--- src/rtl/iob_iob2axil.sv ---
// IOb subordinate to AXI-Lite manager bridge: replays one IOb request at a time
// as an AXI-Lite read or write; all outputs come straight from registers.
module iob_iob2axil #(
    parameter int ADDR_W = 21,
    parameter int DATA_W = 32,
    localparam int WSTRB_W = DATA_W / 8
) (
    input  logic               clk_i,
    input  logic               cke_i,
    input  logic               arst_i,
    input  logic               iob_valid_i,
    input  logic [ADDR_W-1:0]  iob_addr_i,
    input  logic [DATA_W-1:0]  iob_wdata_i,
    input  logic [WSTRB_W-1:0] iob_wstrb_i,
    output logic               iob_ready_o,
    output logic               iob_rvalid_o,
    output logic [DATA_W-1:0]  iob_rdata_o,
    input  logic               iob_rready_i,
    output logic [ADDR_W-1:0]  axil_awaddr_o,
    output logic               axil_awvalid_o,
    input  logic               axil_awready_i,
    output logic [DATA_W-1:0]  axil_wdata_o,
    output logic [WSTRB_W-1:0] axil_wstrb_o,
    output logic               axil_wvalid_o,
    input  logic               axil_wready_i,
    input  logic [1:0]         axil_bresp_i,
    input  logic               axil_bvalid_i,
    output logic               axil_bready_o,
    output logic [ADDR_W-1:0]  axil_araddr_o,
    output logic               axil_arvalid_o,
    input  logic               axil_arready_i,
    input  logic [DATA_W-1:0]  axil_rdata_i,
    input  logic [1:0]         axil_rresp_i,
    input  logic               axil_rvalid_i,
    output logic               axil_rready_o
);

    typedef enum logic [2:0] {
        IDLE  = 3'd0,
        W_AW  = 3'd1,
        W_B   = 3'd2,
        R_AR  = 3'd3,
        R_R   = 3'd4,
        R_RSP = 3'd5
    } state_t;

    state_t              r_state, w_state_n;
    logic [ADDR_W-1:0]   r_addr, w_addr_n;
    logic [DATA_W-1:0]   r_wdata, w_wdata_n;
    logic [WSTRB_W-1:0]  r_wstrb, w_wstrb_n;
    logic [DATA_W-1:0]   r_rdata, w_rdata_n;
    logic                r_iob_ready, w_iob_ready_n;
    logic                r_iob_rvalid, w_iob_rvalid_n;
    logic                r_awvalid, w_awvalid_n;
    logic                r_wvalid, w_wvalid_n;
    logic                r_bready, w_bready_n;
    logic                r_arvalid, w_arvalid_n;
    logic                r_rready, w_rready_n;
    logic                w_aw_done, w_w_done;

    // Response codes are deliberately dropped by this bridge.
    logic w_unused;
    assign w_unused = ^{axil_bresp_i, axil_rresp_i};

    // A write channel is done once its valid has been (or is now being) accepted.
    assign w_aw_done = !r_awvalid || axil_awready_i;
    assign w_w_done  = !r_wvalid  || axil_wready_i;

    always_comb begin
        w_state_n      = r_state;
        w_addr_n       = r_addr;
        w_wdata_n      = r_wdata;
        w_wstrb_n      = r_wstrb;
        w_rdata_n      = r_rdata;
        w_iob_ready_n  = 1'b0;
        w_iob_rvalid_n = r_iob_rvalid;
        w_awvalid_n    = r_awvalid;
        w_wvalid_n     = r_wvalid;
        w_bready_n     = r_bready;
        w_arvalid_n    = r_arvalid;
        w_rready_n     = r_rready;
        case (r_state)
            IDLE: begin
                if (iob_valid_i) begin
                    w_iob_ready_n = 1'b1;
                    w_addr_n      = iob_addr_i;
                    if (iob_wstrb_i != '0) begin
                        w_wdata_n   = iob_wdata_i;
                        w_wstrb_n   = iob_wstrb_i;
                        w_awvalid_n = 1'b1;
                        w_wvalid_n  = 1'b1;
                        w_state_n   = W_AW;
                    end else begin
                        w_arvalid_n = 1'b1;
                        w_state_n   = R_AR;
                    end
                end
            end
            W_AW: begin
                if (r_awvalid && axil_awready_i) w_awvalid_n = 1'b0;
                if (r_wvalid && axil_wready_i)   w_wvalid_n  = 1'b0;
                if (w_aw_done && w_w_done) begin
                    w_bready_n = 1'b1;
                    w_state_n  = W_B;
                end
            end
            W_B: begin
                if (axil_bvalid_i) begin
                    w_bready_n = 1'b0;
                    w_state_n  = IDLE;
                end
            end
            R_AR: begin
                if (axil_arready_i) begin
                    w_arvalid_n = 1'b0;
                    w_rready_n  = 1'b1;
                    w_state_n   = R_R;
                end
            end
            R_R: begin
                if (axil_rvalid_i) begin
                    w_rready_n     = 1'b0;
                    w_rdata_n      = axil_rdata_i;
                    w_iob_rvalid_n = 1'b1;
                    w_state_n      = R_RSP;
                end
            end
            R_RSP: begin
                if (iob_rready_i) begin
                    w_iob_rvalid_n = 1'b0;
                    w_state_n      = IDLE;
                end
            end
            default: w_state_n = IDLE;
        endcase
    end

    always_ff @(posedge clk_i or posedge arst_i) begin
        if (arst_i) begin
            r_state      <= IDLE;
            r_addr       <= '0;
            r_wdata      <= '0;
            r_wstrb      <= '0;
            r_rdata      <= '0;
            r_iob_ready  <= 1'b0;
            r_iob_rvalid <= 1'b0;
            r_awvalid    <= 1'b0;
            r_wvalid     <= 1'b0;
            r_bready     <= 1'b0;
            r_arvalid    <= 1'b0;
            r_rready     <= 1'b0;
        end else if (cke_i) begin
            r_state      <= w_state_n;
            r_addr       <= w_addr_n;
            r_wdata      <= w_wdata_n;
            r_wstrb      <= w_wstrb_n;
            r_rdata      <= w_rdata_n;
            r_iob_ready  <= w_iob_ready_n;
            r_iob_rvalid <= w_iob_rvalid_n;
            r_awvalid    <= w_awvalid_n;
            r_wvalid     <= w_wvalid_n;
            r_bready     <= w_bready_n;
            r_arvalid    <= w_arvalid_n;
            r_rready     <= w_rready_n;
        end
    end

    assign iob_ready_o    = r_iob_ready;
    assign iob_rvalid_o   = r_iob_rvalid;
    assign iob_rdata_o    = r_rdata;
    assign axil_awaddr_o  = r_addr;
    assign axil_araddr_o  = r_addr;
    assign axil_awvalid_o = r_awvalid;
    assign axil_wdata_o   = r_wdata;
    assign axil_wstrb_o   = r_wstrb;
    assign axil_wvalid_o  = r_wvalid;
    assign axil_bready_o  = r_bready;
    assign axil_arvalid_o = r_arvalid;
    assign axil_rready_o  = r_rready;

endmodule

--- config.mk ---
export PLATFORM = sky130hd
export DESIGN_NAME = iob_iob2axil
export DESIGN_NICKNAME = d
export VERILOG_FILES = /design/src/rtl/iob_iob2axil.sv
export SDC_FILE = /design/constraint.sdc
export NUM_CORES = 1
export LEC_CHECK = 0
export CORE_ASPECT_RATIO = 0.9
export CORE_UTILIZATION = 39
export CTS_CLUSTER_SIZE = 12
export DETAILED_ROUTE_END_ITERATION = 8
export PLACE_DENSITY = 0.78
export SLEW_MARGIN = 20
export SYNTH_ARGS = -nofsm -noshare
export SYNTH_HDL_FRONTEND = slang
export SYNTH_SLANG_ARGS = --single-unit
export TNS_END_PERCENT = 20
--- constraint.sdc ---
create_clock -name clk_i -period 3.9 [get_ports clk_i]
set_clock_uncertainty 0.2 [all_clocks]
set_input_delay 0.585 -clock clk_i [delete_from_list [all_inputs] [get_ports clk_i]]
set_output_delay 0.585 -clock clk_i [all_outputs]
set_load 0.05 [all_outputs]
-- Word level (Yosys, flattened, before mapping)
Cells that the tools add are included.
- eq/ne operators: 15
- reduce and logical (&&, ||, !) cells: 24
- mux-type cells: 29
- operators with widths (kind ; count):
    != test 2 bit, second input constant ; 10
    2-to-1 mux 3 bit ; 6
    case mux 3 bit (6 select lines) ; 1
    AND reduction 4 bit ; 4
    2-to-1 mux 1 bit ; 15
    AND reduction 5 bit ; 3
    case mux 1 bit (2 select lines) ; 6
    nonzero test 2 bit ; 5
    AND reduction 7 bit ; 1
    == test 3 x 2 -> 1 bit, second input constant ; 2
    == test 3 bit, second input constant ; 2
    AND reduction 3 bit ; 2
    nonzero test 4 bit ; 1
    == test 3 x 1 -> 1 bit, second input constant ; 1
    logical AND 1 bit ; 3
    zero test 3 bit ; 1
    zero test 1 bit ; 2
    logical OR 1 bit ; 2
    2-to-1 mux 2 bit ; 1
- word-level logic and storage cells: 80
- register bits: 99

-- Depth between registers and ports, before layout
Gate-level depths: netlist of run 1.
- depth after elaboration: 5
- mapped depth: 7
- depth with buffers taken out: 4

-- Worst setup path after synthesis of run 1
No wires, ideal clock.
- path type: input to register
- start point: in iob_wstrb_i[1]
- end point: reg r_wdata[16], in the netlist axil_wdata_o[16]
- path buffers: 2
- path slack: 1.993 ns
- required time: 3.575 ns
- stages on the path: 5
- arrival time: 1.582 ns
- path through: nor4_4 > nor4b_4 > buf_6 > buf_12 > mux2_4
- longest elaborated chain between the ends: 2
- ends and longest elaborated chain (item ; line ; text):
    from (decl) ; 14 ; input logic [WSTRB_W-1:0] iob_wstrb_i,
    nonzero test 4 bit ; 87 ; if (iob_wstrb_i != '0) begin
    AND reduction 4 bit (no source line) ; n/a ;
    to (signal assigned) ; 155 ; r_wdata <= w_wdata_n;
    to (decl) ; 49 ; logic [DATA_W-1:0] r_wdata, w_wdata_n;
No other way between the ends.
A chain may end at the register's enable or synchronous reset.

-- Final worst setup path of run 1
- start point: in cke_i
- end point: reg r_addr[3], in the netlist axil_araddr_o[3]
- longest elaborated chain between the ends: 1
- ends and longest elaborated chain (item ; line ; text):
    from (decl) ; 9 ; input logic cke_i,
    AND reduction 3 bit (no source line) ; n/a ;
    to (signal assigned) ; 154 ; r_addr <= w_addr_n;
    to (decl) ; 48 ; logic [ADDR_W-1:0] r_addr, w_addr_n;
No other way between the ends.

==> results.toml, run 1 <==
[die]
core.rowCount = 35
io_pins = 220
design.core.area_sq_mm = 0.0103
die_height_um = 99.9
dieWidth_um = 111
initial_standard_cell_utilization_of_the_core_pct = 40.4
fp.dieArea_sq_mm = 0.0111

[clock_network]
clk-insertion-delay-late_ns = 0.32
cts_tree = "done"
cts_max_path_buffers = 2
cts_max_level = 3
numClockSinks = 99
ctsHoldBuffers = 0
clockRootBuffer = "sky130_fd_sc_hd__clkbuf_16"
cts_buffers = 9
clock_transition_time_at_the_flip_flop_clock_pins_of_the_worst_setup_and_hold_paths_ns = 0.06
ctsResizeCount = 0
post_cts_buffers = 0

[flow_run]
max-cap-violations = 0

[yosys]
sequential_fraction_of_the_synthesis_area_pct = 59.6
postSynthCellCount = 279
yosys_warnings = 0
synth.net_count = 382
synth_area_leader_cell = "sky130_fd_sc_hd__dfrtp_1"
synthesis.area_per_instance_sq_um = 14.9
netlist_area_sq_mm = 0.00415
postSynthRegisterBits = 99
synth.area.top_cells = "sky130_fd_sc_hd__dfrtp_1 (60%), sky130_fd_sc_hd__mux2_2 (19%), sky130_fd_sc_hd__mux2_4 (5.8%), sky130_fd_sc_hd__buf_4 (4.5%), sky130_fd_sc_hd__buf_6 (1.1%)"
synth.lib_cells_used.distinct = 30
synth_largest_type_area_fraction_pct = 59.6

[layout]
final_core_utilization_pct = 63.4
antennaDiodeCount = 0
post_layout_nonfiller_instances = 610
area_delta_synth_final_pct = 57.0
layout.nets = 579
share_of_layout_cells_above_drive_strength_1_pct = 23.1

[global_route]
initial_antenna_violation_count = 0
grt_pass1_wl_um = 15600
grt_util_all_layers_pct = 17.6
maximum_number_of_pins_on_one_net_before_global_route_repair = 61
globalRouteOverflowTotal = 0
grt_pass1_vias = 3078

[sta]
max_slew_margin_pct = 50.4
slew_at_the_pin_closest_to_its_max_slew_limit_ns = 0.745
layout_min_cycle_time_ns = 2.58
setup_ws_ns = 1.32
fin_tns_setup_ns = 0
setup_violators_final = 0
final_hold_viol_count = 0
fin_crit_sh_pct = 66.1
maxClockFrequency_mhz = 388
timing.final.max_slew_violations = 0
grt_setup_unrepaired = "no"

[routing]
vias_per_cell = 4.79
drtAntennaViolNets = 0
drt-wirelength-per-cell_um = 15.8
drt_iter0_markers = 122
wl_um = 9660
route.vias.total = 2920
drc_errors = 0
drtPass1Iterations = 4

[worst_setup_path]
path_max_fanout = 20
worstSetupPathType = "in2reg"
start_kind = "input pin"
required_ns = 3.91
worst_setup_path_end_kind = "register"
critical_path_arrival_ns = 2.58

[place]
hpwl_um = 7290
place.port_buffers = 215
dp.cells = 594
gp_congestion = 0.734
preCtsSetupSlack_ns = 0.976

[run_status]
outcome = "finished clean"

[worst_hold_path]
hold_path.class = "reg2reg"
-- logic make-up (layout without fill, tap and decap cells) --
kind of cell           Yosys count  after routing  share of synthesized area, %
AND/OR/NAND/NOR                 32             32                          4.82
flip-flops                      99             99                          59.6
multiplexers                    88             88                          25.3
AO/OA/AOI/OAI                   19             19                          2.83
buffers and inverters           41            243                          7.41
-- critical path, cell delays in order --
cell                              delay [ns]
sky130_fd_sc_hd__clkdlybuf4s50_1        0.68
sky130_fd_sc_hd__nor2b_1                0.22
sky130_fd_sc_hd__and3_1                 0.37
sky130_fd_sc_hd__buf_4                  0.35
sky130_fd_sc_hd__mux2_2                 0.37
-- layout make-up --
class                      count  area [sq um]
multi-input combinational    139          1370
inverter                       7          28.8
clock inverter                 5          43.8
sequential                    99          2480
clock buffer                  11           253
tap                          129           161
fill                         824          3770
timing repair buffer         220          2190
-- per-layer routing --
layer,up-vias,part of all wire (%),GRT usage [%]
li1,1334,-,-
met1,1456,41,21.5
met2,122,51,30.7
met3,8,6.8,5.56
met4,0,1.0,4.21
met5,-,0,0
-- synth_stat cells, drive strengths merged --
library cell  count
dfrtp            99
mux2             88
buf              33
nor2              9
nand2             8
inv               7
o21ai             7
nand3             5
a31oi             4
nand2b            3
nor2b             3
a21oi             2
a22o              2
a211o             1
a21o              1
a22oi             1
and2b             1
and3              1
clkbuf            1
nor4              1
nor4b             1
o22ai             1
-- stage by stage --
stage          hold WS [ns]  area (sq um)
4_1_cts               0.294          6520
6_report              0.288          6520
3_3_place_gp          0.265          6230
5_1_grt               0.319          6520
3_5_place_dp          0.274          6230
2_1_floorplan         0.413          4150
-- worst paths after layout --
path                               endpoint   startpoint  slack, ns  cells past startpoint
min reg2reg                     iob_ready_o  iob_ready_o       0.29                      1
max                        axil_araddr_o[3]        cke_i       1.32                      5
min in group asynchronous  axil_wdata_o[30]       arst_i       0.53                      2
max in group asynchronous  axil_wdata_o[11]       arst_i       2.15                      3
min                             iob_ready_o  iob_ready_o       0.29                      1
max reg2reg                 axil_wdata_o[1]   r_state[0]       1.67                      4
-- state kept, by name (all words and copies together) (netlist names) --
register and cells:
axil_wdata_o 32, iob_rdata_o 32, axil_awvalid_o 1, axil_arvalid_o 1, axil_bready_o 1, axil_araddr_o 21
axil_wstrb_o 4, r_state 3, axil_rready_o 1, iob_ready_o 1, axil_wvalid_o 1, iob_rvalid_o 1
-- cell usage in the layout (no fill, tap or decap), types with 2 or more instances in the layout --
| cell type | count |
|---|---|
| sky130_fd_sc_hd__a31oi_1 | 4 |
| sky130_fd_sc_hd__a22o_1 | 2 |
| sky130_fd_sc_hd__mux2_2 | 69 |
| sky130_fd_sc_hd__nand2_1 | 8 |
| sky130_fd_sc_hd__a21oi_1 | 2 |
| sky130_fd_sc_hd__buf_4 | 5 |
| sky130_fd_sc_hd__dfrtp_1 | 99 |
| sky130_fd_sc_hd__clkinvlp_4 | 2 |
| sky130_fd_sc_hd__mux2_1 | 3 |
| sky130_fd_sc_hd__inv_1 | 6 |
| sky130_fd_sc_hd__mux2_4 | 16 |
| sky130_fd_sc_hd__o21ai_0 | 7 |
| sky130_fd_sc_hd__clkdlybuf4s50_1 | 215 |
| sky130_fd_sc_hd__nand3_1 | 5 |
| sky130_fd_sc_hd__nand2b_1 | 2 |
| sky130_fd_sc_hd__nor2_1 | 8 |
| sky130_fd_sc_hd__nor2b_1 | 3 |
| sky130_fd_sc_hd__clkbuf_8 | 2 |
| sky130_fd_sc_hd__clkbuf_16 | 9 |
Power of run 1 is left out: the tool's default activity adds up to more than one toggle a clock period on the data nets, which glitch-free logic cannot reach.
==> run 2, diff against run 1 <==
Settings changed: CORE_UTILIZATION 39 to 36, PLACE_DENSITY 0.78 to 0.75.
Clock period 3.9 ns to 2.2 ns, I/O delays scaled along.
==> run 2 against run 1 <==
Compared with the run above: sequential share of layout area fell by 1.1 points; sequential cell count did not move; global-route usage rose by 0.18 points; final cell count rose by 5.4%; first-iteration DRC count fell by 31%; die area rose by 8.2%; critical endpoint is now iob_rvalid_o; highest routed layer unchanged.
==> results.toml, run 2 (synthesis results as in run 1) <==
[sta]
slew_at_the_pin_closest_to_its_max_slew_limit_ns = 0.552
layout_min_cycle_time_ns = 2.09
grt_setup_unrepaired = "no"
final_hold_viol_count = 0
max_slew_margin_pct = 63.1
setup_violators_final = 0
timing.final.max_slew_violations = 0
maxClockFrequency_mhz = 478
fin_crit_sh_pct = 95.0

[worst_hold_path]
hold_path.class = "in2async"

[worst_setup_path]
regToRegEndpoint = "iob_rdata_o[14]"
worst_path_dominant_cell_family = "buffers and inverters"
cells_along_the_critical_path = "clkdlybuf4s50_1"
path_max_fanout = 3
timing.critical_path.slowest_stage_cell = "sky130_fd_sc_hd__clkdlybuf4s50_1"
timing.rr.start = "r_state[1]"
cp_num_buf_inv = 1
start_kind = "register"
rr_worst_depth = 5
worst_setup_path_end_kind = "output port"
critical_path_arrival_ns = 1.56
worstSetupPathType = "reg2out"
required_ns = 1.67
setup_slack_of_the_most_critical_reg_to_reg_path_ns = 0.29
max_stage_delay_ns = 0.85

[layout]
count_of_fill_cells_added_during_filler_insertion = 923
final_common_cell = "sky130_fd_sc_hd__clkdlybuf4s50_1"
post_layout_nonfiller_instances = 643
most-common-layout-cells = "sky130_fd_sc_hd__clkdlybuf4s50_1 (215), sky130_fd_sc_hd__dfrtp_1 (99), sky130_fd_sc_hd__mux2_2 (69), sky130_fd_sc_hd__mux2_4 (16), sky130_fd_sc_hd__buf_4 (10)"
postLayoutCellArea_sq_mm = 0.00672
area_delta_synth_final_pct = 61.8
share_of_layout_cells_above_drive_strength_1_pct = 24.4
antennaDiodeCount = 0
layout.nets = 589
final_core_utilization_pct = 60.9

[clock_network]
ctsResizeCount = 0
post_cts_buffers = 0
clock_transition_time_at_the_flip_flop_clock_pins_of_the_worst_setup_and_hold_paths_ns = 0.06
ctsHoldBuffers = 0
cts_buffers = 9
cts_max_path_buffers = 2
cts_tree = "done"
cts_max_level = 3
clk-insertion-delay-late_ns = 0.34
clockRootBuffer = "sky130_fd_sc_hd__clkbuf_16"
numClockSinks = 99

[global_route]
globalRouteOverflowTotal = 0
grt_use_met2_pct = 30.1
busiest_layer = "met2"
grt_pass1_vias = 3247
grt_pass1_wl_um = 16100
maximum_number_of_pins_on_one_net_before_global_route_repair = 53
grt_util_all_layers_pct = 17.8
initial_antenna_violation_count = 0
grt_use_met3_pct = 9.27
globalRouteMet1Util_pct = 18.8

[place]
gp_congestion = 0.772
place.port_buffers = 215
dp.cells = 627
hpwl_um = 7550
dpl-instance-area_sq_mm = 0.00639

[die]
io_pins = 220
initial_standard_cell_utilization_of_the_core_pct = 37.6
die_height_um = 104
core.rowCount = 36
design.core.area_sq_mm = 0.0110
dieWidth_um = 115
fp.dieArea_sq_mm = 0.0120

[routing]
drtPass1Iterations = 3
drt_iter0_markers = 84
wl_um = 9970
vias_per_cell = 4.57
drtAntennaViolNets = 0
drt-wirelength-per-cell_um = 15.5
drc_errors = 0
route.vias.total = 2937

[flow_run]
max-cap-violations = 0

[run_status]
outcome = "finished clean"
-- run 2: cell types whose count changed in the layout (fill, tap and decap cells not counted), sizes merged --
cell    delta
bufinv     +2
clkbuf     +1
inv        -3
buf       +10
-- run 2: cell type report --
cell class / instances / area, sq um / area share [%]
clock buffers: 12 / 256 / 3.82
clock inverters: 4 / 72.6 / 1.08
inverters: 7 / 30.0 / 0.447
multi-input cells: 139 / 1370 / 20.4
flip-flops and latches: 99 / 2480 / 36.9
well taps: 152 / 190 / 2.83
repair buffers: 230 / 2330 / 34.6
-- run 2: per-stage QoR --
stage / hold WS [ns] / setup slack, ns / setup TNS, ns
CTS: 0.222 / 0.0853 / 0
global placement: 0.267 / -0.120 / -4.43
floorplan: 0.233 / 0.343 / 0
detailed placement: 0.276 / -0.165 / -6.98
global route: 0.259 / 0.0584 / 0
finish: 0.220 / 0.109 / 0
-- run 2: how the worst max path moves through the flow --
stage	start	to	depth (start not counted)	slack, ns
after global routing	iob_rvalid_o	iob_rvalid_o	1	0.06
after global placement	cke_i	axil_wdata_o[6]	5	-0.12
after CTS	iob_rvalid_o	iob_rvalid_o	1	0.09
after detailed placement	cke_i	axil_wdata_o[30]	5	-0.16
after floorplan	r_state[2]	axil_wdata_o[16]	6	0.34
final	iob_rvalid_o	iob_rvalid_o	1	0.11
-- run 2: per-layer routing --
layer,up-vias,wire length [um]
met5,-,0
li1,1356,-
met2,135,4900
met4,0,138
met1,1435,3730
met3,11,1210
Power of run 2 is left out for the same reason.
==> run 3, diff against run 2 <==
Settings changed: CELL_PAD_IN_SITES_DETAIL_PLACEMENT from default to 1, CELL_PAD_IN_SITES_GLOBAL_PLACEMENT from default to 1, CORE_UTILIZATION 36 to 27, PLACE_DENSITY 0.75 to 0.74.
==> run 3 against run 2 <==
Compared with the run above: worst hold slack better by 0.0022 ns; non-clock buffer count rose by 2; setup slack improved by 0.00077 ns; via count grew 2.7%; sequential cell count did not move; cell area up 1.3%; largest cell class unchanged; highest routed layer unchanged.
==> results.toml, run 3 (synthesis results as in run 1) <==
[worst_setup_path]
worst_path_dominant_cell_family = "buffers and inverters"
path_max_fanout = 3
rr_worst_depth = 4
timing.critical_path.slowest_stage_cell = "sky130_fd_sc_hd__clkdlybuf4s50_1"
worst_setup_path_end_kind = "output port"
cp_num_cells = 1
max_stage_delay_ns = 0.83
cells_along_the_critical_path = "clkdlybuf4s50_1"
required_ns = 1.67
cp_num_buf_inv = 1
critical_path_arrival_ns = 1.56
start_kind = "register"
worstSetupPathType = "reg2out"

[die]
fp.dieArea_sq_mm = 0.0159
die_height_um = 120
core.rowCount = 42
io_pins = 220
design.core.area_sq_mm = 0.0149
initial_standard_cell_utilization_of_the_core_pct = 27.9
dieWidth_um = 133

[clock_network]
cts_max_level = 3
clockRootBuffer = "sky130_fd_sc_hd__clkbuf_16"
post_cts_buffers = 0
clk-insertion-delay-late_ns = 0.34
clock_transition_time_at_the_flip_flop_clock_pins_of_the_worst_setup_and_hold_paths_ns = 0.07
cts_max_path_buffers = 2
cts_buffers = 9
ctsHoldBuffers = 0
ctsResizeCount = 0
cts_tree = "done"
numClockSinks = 99

[layout]
count_of_fill_cells_added_during_filler_insertion = 1515
multiInputGateArea_sq_mm = 0.00137
layout.nets = 591
share_of_layout_cells_above_drive_strength_1_pct = 25.4
antennaDiodeCount = 0
register_area_sq_mm = 0.00248
final_common_cell = "sky130_fd_sc_hd__clkdlybuf4s50_1"
area_delta_synth_final_pct = 64.0
most-common-layout-cells = "sky130_fd_sc_hd__clkdlybuf4s50_1 (213), sky130_fd_sc_hd__dfrtp_1 (99), sky130_fd_sc_hd__mux2_2 (69), sky130_fd_sc_hd__mux2_4 (16), sky130_fd_sc_hd__buf_4 (14)"

[routing]
route.vias.total = 3015
vias_per_cell = 4.36
drtPass1Iterations = 2
drt_iter0_markers = 91
drc_errors = 0
drtAntennaViolNets = 0
wl_um = 11100
drt-wirelength-per-cell_um = 16.1

[place]
gp_congestion = 0.735
hpwl_um = 8360
place.port_buffers = 215

[global_route]
busiest_layer = "met2"
initial_antenna_violation_count = 0
grt_util_all_layers_pct = 14.8
grt_pass1_wl_um = 18000
grt_pass1_vias = 3316
grt_use_met2_pct = 25.0
grt_use_met3_pct = 6.25
globalRouteMet1Util_pct = 16.5
globalRouteOverflowTotal = 0
maximum_number_of_pins_on_one_net_before_global_route_repair = 57

[sta]
setup_violators_final = 0
final_hold_viol_count = 0
hold-worst-slack_ns = 0.222
maxClockFrequency_mhz = 478
grt_setup_unrepaired = "no"
layout_min_cycle_time_ns = 2.09
max_slew_margin_pct = 63.2
fin_crit_sh_pct = 95.0
slew_at_the_pin_closest_to_its_max_slew_limit_ns = 0.550
timing.final.max_slew_violations = 0

[run_status]
outcome = "finished clean"

[worst_hold_path]
hold_path.class = "in2async"

[flow_run]
max-cap-violations = 0
run 3: worst paths after layout:
| kind | start | endpoint | slack (ns) |
|---|---|---|---|
| max in group asynchronous | arst_i | axil_araddr_o[9] | 1.29 |
| worst max register to register | r_state[0] | axil_wdata_o[27] | 0.24 |
| worst min-delay path | arst_i | iob_rdata_o[10] | 0.22 |
| worst max-delay path | axil_bready_o | axil_bready_o | 0.11 |
| worst min register to register | iob_ready_o | iob_ready_o | 0.28 |
| min in group clk_i | iob_ready_o | iob_ready_o | 0.28 |
run 3: final cells by class:
class | count | share of cell area (%)
clock buffer | 10 | 3.51
clock inverter | 6 | 1.63
inverter | 7 | 0.441
multi-input combinational | 139 | 20.1
sequential | 99 | 36.4
tap | 198 | 3.64
timing repair buffer | 232 | 34.3
run 3: routing by layer:
| layer | share of wire, % | vias to the layer above |
|---|---|---|
| met5 | 0 | - |
| met4 | 1.8 | 0 |
| met3 | 9.2 | 14 |
| met2 | 50 | 131 |
| met1 | 39 | 1507 |
| li1 | - | 1363 |
run 3: stage by stage:
step	instance area (sq um)	std cells	util, %	setup TNS (ns)	setup slack [ns]
finish	6810	691	45.8	0	0.110
global route	6810	691	45.8	0	0.0558
CTS	6810	691	45.8	0	0.0745
detailed placement	6460	675	43.4	-11.94	-0.205
global placement	6460	675	43.4	-10.41	-0.187
floorplan	4160	279	-	0	0.343
Power of run 3 is left out for the same reason.
